`config.mk`:
```
export PLATFORM = sky130hd
export DESIGN_NAME = fetch_stage
export DESIGN_NICKNAME = d
export VERILOG_FILES = /design/src/rtl/pipe_pkg.sv /design/src/rtl/if_id_reg.sv /design/src/rtl/fetch_stage.sv
export SDC_FILE = /design/constraint.sdc
export NUM_CORES = 1
export LEC_CHECK = 0
export BUFFER_PORTS_ARGS = -buffer_cell sky130_fd_sc_hd__buf_4
export CORE_UTILIZATION = 53
export CTS_CLUSTER_SIZE = 40
export DETAILED_ROUTE_END_ITERATION = 16
export GPL_TIMING_DRIVEN = 0
export PLACE_DENSITY = 0.88
export SETUP_SLACK_MARGIN = 0.15
export SLEW_MARGIN = 30
export SYNTH_ARGS = -nofsm -noshare
export SYNTH_HDL_FRONTEND = slang
export SYNTH_SLANG_ARGS = --single-unit
```
`constraint.sdc`:
```
create_clock -name clk -period 3 [get_ports clk]
set_input_delay 0.3 -clock clk [delete_from_list [all_inputs] [get_ports clk]]
set_output_delay 0.3 -clock clk [all_outputs]
set_load 0.01 [all_outputs]
```
`src/rtl/pipe_pkg.sv`:
```
// -----------------------------------------------------------------------------
// pipe_pkg
// Definitions shared by the fetch stage and pipecontrol: PC-select encodings,
// the NOP instruction word, the default reset PC, the IF/ID payload type and
// the branch-offset helper.
// No ports (package).
// -----------------------------------------------------------------------------
package pipe_pkg;

  // PC source select driven by decode control (branch_mux).
  // The reserved value is treated as sequential.
  typedef enum logic [1:0] {
    PCSEL_SEQ    = 2'd0,
    PCSEL_BRANCH = 2'd1,
    PCSEL_JUMP   = 2'd2,
    PCSEL_RSVD   = 2'd3
  } pcsel_e;

  // sll $0,$0,0 -- the all-zero word doubles as the pipeline bubble.
  localparam logic [31:0] NOP_INSTR        = 32'h0000_0000;
  localparam logic [31:0] RESET_PC_DEFAULT = 32'h0000_0000;
  localparam logic [31:0] PC_STEP          = 32'd4;

  // IF/ID pipeline register payload.
  typedef struct packed {
    logic [31:0] instr;
    logic [31:0] pc4;
    logic        valid;
  } if_id_t;

  localparam if_id_t IF_ID_BUBBLE = '{instr: NOP_INSTR, pc4: 32'h0000_0000, valid: 1'b0};

  // Word offset of a branch immediate: sign-extend bit 15, then scale by 4.
  function automatic logic [31:0] branch_offset(input logic [15:0] imm);
    return {{14{imm[15]}}, imm, 2'b00};
  endfunction

  // Jump target: top nibble of PC+4 concatenated with the 26-bit word index.
  function automatic logic [31:0] jump_addr(input logic [31:0] pc4, input logic [25:0] index);
    return {pc4[31:28], index, 2'b00};
  endfunction

endpackage

```
`src/rtl/if_id_reg.sv`:
```
// -----------------------------------------------------------------------------
// if_id_reg
// IF/ID pipeline register. Priority per edge: async reset, stall (hold),
// flush (bubble), load.
// Ports:
//   clk, reset       : clock, async active-high reset
//   stall            : hold current contents
//   flush            : load a bubble (NOP, pc4 = 0, valid = 0)
//   instr_in, pc4_in : fetched instruction and its PC+4
//   instr, pc4, valid: registered outputs to decode
// -----------------------------------------------------------------------------
module if_id_reg
  import pipe_pkg::*;
(
  input  logic        clk,
  input  logic        reset,
  input  logic        stall,
  input  logic        flush,
  input  logic [31:0] instr_in,
  input  logic [31:0] pc4_in,
  output logic [31:0] instr,
  output logic [31:0] pc4,
  output logic        valid
);

  if_id_t cur;
  if_id_t nxt;

  // Next-value selection: hold on stall, bubble on flush, else load.
  always_comb begin
    nxt = cur;
    if (stall) begin
      nxt = cur;
    end else if (flush) begin
      nxt = IF_ID_BUBBLE;
    end else begin
      nxt.instr = instr_in;
      nxt.pc4   = pc4_in;
      nxt.valid = 1'b1;
    end
  end

  // IF/ID state register with asynchronous clear to a bubble.
  always_ff @(posedge clk or posedge reset) begin
    if (reset) begin
      cur <= IF_ID_BUBBLE;
    end else begin
      cur <= nxt;
    end
  end

  assign instr = cur.instr;
  assign pc4   = cur.pc4;
  assign valid = cur.valid;

endmodule

```
`src/rtl/fetch_stage.sv`:
```
// -----------------------------------------------------------------------------
// fetch_stage
// Instruction-fetch stage: PC register, next-PC mux, branch/jump target
// computation from the IF/ID contents, and the IF/ID register instance.
// Parameters:
//   RESET_PC      : PC loaded on reset
// Ports:
//   clk, reset    : clock, async active-high reset
//   stall         : hazard-unit freeze of PC and IF/ID
//   branch_mux    : PC source (0 seq, 1 branch, 2 jump, 3 treated as seq)
//   if_flush      : load a bubble into IF/ID
//   imem_addr     : instruction memory address (= PC)
//   imem_data     : instruction at imem_addr (combinational read)
//   if_id_instr, if_id_pc4, if_id_valid : IF/ID register outputs
//   branch_target, jump_target          : targets derived from IF/ID
// -----------------------------------------------------------------------------
module fetch_stage
  import pipe_pkg::*;
#(
  parameter logic [31:0] RESET_PC = RESET_PC_DEFAULT
) (
  input  logic        clk,
  input  logic        reset,
  input  logic        stall,
  input  logic [1:0]  branch_mux,
  input  logic        if_flush,
  output logic [31:0] imem_addr,
  input  logic [31:0] imem_data,
  output logic [31:0] if_id_instr,
  output logic [31:0] if_id_pc4,
  output logic        if_id_valid,
  output logic [31:0] branch_target,
  output logic [31:0] jump_target
);

  logic [31:0] pc;
  logic [31:0] pc_plus4;
  logic [31:0] next_pc;
  pcsel_e      pc_sel;

  // Modulo-2^32 increment: 0xFFFF_FFFC wraps to 0.
  assign pc_plus4 = pc + PC_STEP;

  // Targets are resolved from what decode currently holds, not from pc.
  assign branch_target = if_id_pc4 + branch_offset(if_id_instr[15:0]);
  assign jump_target   = jump_addr(if_id_pc4, if_id_instr[25:0]);

  assign pc_sel = pcsel_e'(branch_mux);

  // Next-PC mux; the reserved select falls back to sequential.
  always_comb begin
    next_pc = pc_plus4;
    case (pc_sel)
      PCSEL_SEQ:    next_pc = pc_plus4;
      PCSEL_BRANCH: next_pc = branch_target;
      PCSEL_JUMP:   next_pc = jump_target;
      PCSEL_RSVD:   next_pc = pc_plus4;
      default:      next_pc = pc_plus4;
    endcase
  end

  // PC register: stall holds it and masks any redirect request.
  always_ff @(posedge clk or posedge reset) begin
    if (reset) begin
      pc <= RESET_PC;
    end else if (stall) begin
      pc <= pc;
    end else begin
      pc <= next_pc;
    end
  end

  assign imem_addr = pc;

  if_id_reg u_if_id_reg (
    .clk      (clk),
    .reset    (reset),
    .stall    (stall),
    .flush    (if_flush),
    .instr_in (imem_data),
    .pc4_in   (pc_plus4),
    .instr    (if_id_instr),
    .pc4      (if_id_pc4),
    .valid    (if_id_valid)
  );

endmodule

```
==> flow_metrics.env <==
export IMPL_status="finished with violations"
export IMPL_violations="negative setup slack"
export IMPL_fin_tns_setup_ns=-0.9466
export IMPL_post_synth_and_or_nand_nor_area_fraction_pct=14.01
export IMPL_cts_sink_count=97
export IMPL_multiInputGateArea_um2=4453
export IMPL_floorplan_die_area_um2=13150
export IMPL_insertion_delay_ns=0.35
export IMPL_post_synth_num_cell_types=69
export IMPL_number_of_max_cap_violations=0
export IMPL_main_combinational_cell_family_by_area_after_synthesis="compound AO/OA/AOI/OAI gates"
export IMPL_synth_ff_latch_count=97
export IMPL_synth_area_leaders="sky130_fd_sc_hd__dfrtp_1 (36%), sky130_fd_sc_hd__ha_1 (6.0%), sky130_fd_sc_hd__a22o_1 (5.7%)"
export IMPL_grt_overflow=0
export IMPL_floorplan_rows=40
export IMPL_route_antenna_remaining_nets=0
export IMPL_hold_class="primary input to flip-flop"
export IMPL_post_synth_instance_area_um2=6726
export IMPL_gate_count_post_synth=746
export IMPL_power_static_leakage_nw=4.588
export IMPL_initial_utilization_pct=55.08
export IMPL_synth_area_leader_cell="sky130_fd_sc_hd__dfrtp_1"
export IMPL_area_of_all_placed_cells_without_fillers_um2=9973
export IMPL_worstPathRequired_ns=2.70
export IMPL_first_global_vias=7029
export IMPL_place_hpwl_mm=17.10
export IMPL_areaGrowthSynthToFinish_pct=48.27
export IMPL_numCtsBuffers=9
export IMPL_routed_via_count=7825
export IMPL_worstPathMaxFanout=6
export IMPL_synth_xor_area_share_pct=7.533
export IMPL_criticalPathCategory="flip-flop to output port"
export IMPL_grt_antenna_before_repair=0
export IMPL_worst_slack_ns=-0.1909
export IMPL_most_common_flop_cell_mapped_by_yosys="sky130_fd_sc_hd__dfrtp_1"
export IMPL_ctsRootBufferMaster="sky130_fd_sc_hd__clkbuf_16"
export IMPL_synth_compound_area_share_pct=28.44
export IMPL_worst_endpoint_arrival_ns=2.89
export IMPL_grt_first_pass_wirelength_mm=38.14
export IMPL_numPortBuffers=195
export IMPL_remaining_design_rule_violation_count=0
export IMPL_syn_mean_instance_area_um2=9.017
export IMPL_worst_slew_pin_slew_ns=0.7745
export IMPL_final_number_of_hold_violating_endpoints=0
export IMPL_count_of_flip_flops_with_a_built_in_enable_after_synthesis=0
export IMPL_placedInstanceArea_um2=8437
export IMPL_portion_of_the_post_synthesis_area_used_by_sequential_elements_pct=36.09
export IMPL_gp_routability_congestion=0.9659
export IMPL_route_detailed_wl_per_inst_um=23.46
export IMPL_detailed_router_iteration_count_before_antenna_repair=7
export IMPL_layout_cell_share_with_drive_strength_beyond_1_pct=42.51
export IMPL_grt_usage_pct=38.69
export IMPL_yosys_warnings=0
export IMPL_placed_cells_incl_taps=1111
export IMPL_io_pins=199
export IMPL_ctsLongestPathBuffers=2
export IMPL_final_max_slew_violation_count=0
export IMPL_powerDensity_nw_per_um2=538.9
export IMPL_dr_first_iter_drc_count=1321
export IMPL_grt_setup_unrepaired="true"
export IMPL_grt_max_degree=61
export IMPL_setup_viol=9
export IMPL_ir_drop_mv=0.3599
export IMPL_async_s_r_ff_share_synth_pct=100.0
export IMPL_core_area_um2=12210
export IMPL_tritoncts_clock_tree="yes"
export IMPL_register_area_um2=2442
export IMPL_clk_pin_slew_ns=0.07
export IMPL_synth_area_mux_share_pct=0.1488
export IMPL_diodes=0
export IMPL_max_clock_freq_ghz=0.3134
export IMPL_startpoint_type="flip-flop"
export IMPL_die_height_um=114.7
export IMPL_final_instance_count_excl_fill=1189
export IMPL_finalCriticalPeriod_ns=3.191
export IMPL_netlist_area_leader_share_pct=36.09
export IMPL_max_clock_skew_ns=0.008361
export IMPL_total_power_w=0.005375
export IMPL_post_synth_fa_ha_maj_area_fraction_pct=6.250
export IMPL_nNetsFinal=1087
export IMPL_share_of_the_clock_period_used_by_the_worst_path_pct=106.4
export IMPL_htree_levels=3
export IMPL_routed_wl_mm=27.89
export IMPL_route_detailed_vias_per_inst=6.581
export IMPL_num_fill_cells=720
export IMPL_setup_worst_path_end_class="output port"
export IMPL_slew_headroom_pct=48.37
export IMPL_chipWidth_um=114.7
-- report_power, final --
part	switching (W)	total [W]	internal [W]	leakage (nW)
clock	0.000508	0.00123	0.000727	0.152
combinational	0.00121	0.00237	0.00116	3.20
sequential	0.000296	0.00177	0.00148	1.23
-- metrics by stage --
stage	worst slack [ns]	hold slack, ns	util, %
final	-0.1909	0.1490	81.67
after global routing	-0.2968	0.1677	81.67
after CTS	-0.06630	0.1520	77.84
after detailed placement	-0.2422	0.3189	69.09
after global placement	-0.8963	0.4715	68.82
after floorplan	0.1663	0.3863	-
-- placed cells by master (no fill, tap or decap), types with 18 or more instances in the layout --
cell type,n
sky130_fd_sc_hd__buf_4,282
sky130_fd_sc_hd__dfrtp_1,87
sky130_fd_sc_hd__nand2_1,79
sky130_fd_sc_hd__o21ai_0,48
sky130_fd_sc_hd__a22o_1,44
sky130_fd_sc_hd__a21oi_1,42
sky130_fd_sc_hd__nor2_1,34
sky130_fd_sc_hd__xnor2_1,31
sky130_fd_sc_hd__clkbuf_1,26
sky130_fd_sc_hd__nand3_1,20
sky130_fd_sc_hd__inv_1,19
sky130_fd_sc_hd__ha_4,18
-- Yosys cell counts (4+ instances only) --
| cell type | instances |
|---|---|
| sky130_fd_sc_hd__a211oi_1 | 7 |
| sky130_fd_sc_hd__o31ai_2 | 4 |
| sky130_fd_sc_hd__a22o_1 | 44 |
| sky130_fd_sc_hd__ha_1 | 32 |
| sky130_fd_sc_hd__a21o_1 | 11 |
| sky130_fd_sc_hd__inv_1 | 22 |
| sky130_fd_sc_hd__o21bai_1 | 4 |
| sky130_fd_sc_hd__a31oi_1 | 6 |
| sky130_fd_sc_hd__buf_2 | 9 |
| sky130_fd_sc_hd__nor3_1 | 7 |
| sky130_fd_sc_hd__dfrtp_1 | 97 |
| sky130_fd_sc_hd__o21ai_1 | 9 |
| sky130_fd_sc_hd__clkbuf_1 | 27 |
| sky130_fd_sc_hd__nand4_1 | 9 |
| sky130_fd_sc_hd__o21a_1 | 10 |
| sky130_fd_sc_hd__nor2_1 | 35 |
| sky130_fd_sc_hd__o31ai_1 | 10 |
| sky130_fd_sc_hd__xnor2_1 | 40 |
| sky130_fd_sc_hd__buf_4 | 34 |
| sky130_fd_sc_hd__a21oi_1 | 53 |
| sky130_fd_sc_hd__a221oi_1 | 9 |
| sky130_fd_sc_hd__o22ai_1 | 4 |
| sky130_fd_sc_hd__nand3_1 | 22 |
| sky130_fd_sc_hd__nand2_1 | 83 |
| sky130_fd_sc_hd__and4_1 | 8 |
| sky130_fd_sc_hd__a221o_1 | 7 |
| sky130_fd_sc_hd__or3_1 | 4 |
| sky130_fd_sc_hd__buf_1 | 4 |
| sky130_fd_sc_hd__xor2_1 | 16 |
| sky130_fd_sc_hd__o21ai_0 | 52 |
| sky130_fd_sc_hd__nand2b_1 | 7 |
-- final timing paths --
kind	slack [ns]	cells after the start	start	to
setup / recovery	-0.19	9	u_if_id_reg.instr[15]	branch_target[28]
hold / removal	0.15	3	imem_data[1]	u_if_id_reg.instr[1]
setup reg to reg	0.19	10	u_if_id_reg.instr[15]	imem_addr[28]
hold reg to reg	0.50	2	u_if_id_reg.instr[30]	u_if_id_reg.instr[30]
max in group asynchronous	1.88	4	reset	u_if_id_reg.instr[15]
min in group asynchronous	0.49	3	reset	u_if_id_reg.instr[2]
-- kinds of logic (layout without fill, tap and decap cells) --
logic type                 Yosys count  in the layout
AOI/OAI and AO/OA                  265            265
xor gates and xnor gates            57             57
adders and majority gates           33             33
buffers and inverters               97            371
DFF                                 97             97
muxes                                1              1
other                                1              2
and+or+nand+nor                    195            195
-- critical path, stage by stage (launching register included) --
cell	delay (ns)
sky130_fd_sc_hd__dfrtp_4	0.57
sky130_fd_sc_hd__buf_12	0.18
sky130_fd_sc_hd__ha_4	0.27
sky130_fd_sc_hd__a21oi_4	0.17
sky130_fd_sc_hd__nor2b_2	0.07
sky130_fd_sc_hd__or4_4	0.49
sky130_fd_sc_hd__o31ai_4	0.28
sky130_fd_sc_hd__o21ai_2	0.11
sky130_fd_sc_hd__xor2_2	0.22
sky130_fd_sc_hd__buf_4	0.17
-- metal layers --
metal  global-route usage, %  up-vias  wire length (um)  share of wire (%)
met4                   19.48        0              1774                6.4
met2                   61.37      672             12790                 46
met1                   50.45     3715             10090                 36
met5                       0        -                 0                  0
met3                   7.782      185              3235                 12
li1                        -     3253                 -                  -
-- cell type report --
type	count	area share (%)
multi-input combinational	553	44.65
clock inverter	6	0.8280
inverter	23	0.9158
buffer	73	4.454
tap	168	2.108
sequential	97	24.49
clock buffer	10	2.296
timing repair buffer	259	20.26
-- state kept, by name, indices dropped and copies added, names as in the netlist --
signal / count
u_if_id_reg.valid: 1
u_if_id_reg.instr: 32
imem_addr: 32
u_if_id_reg.pc4: 32
-- what timing repair did --
action,4_1_cts,5_1_grt
endpoints found under the hold margin,37,0
setup endpoints to repair,27,20
hold buffers,1,0
cloned,1,0
pin swaps,32,48
gates resized for setup,95,52
buffers inserted,34,27
Note: power is estimated with default switching activity, not from simulation.
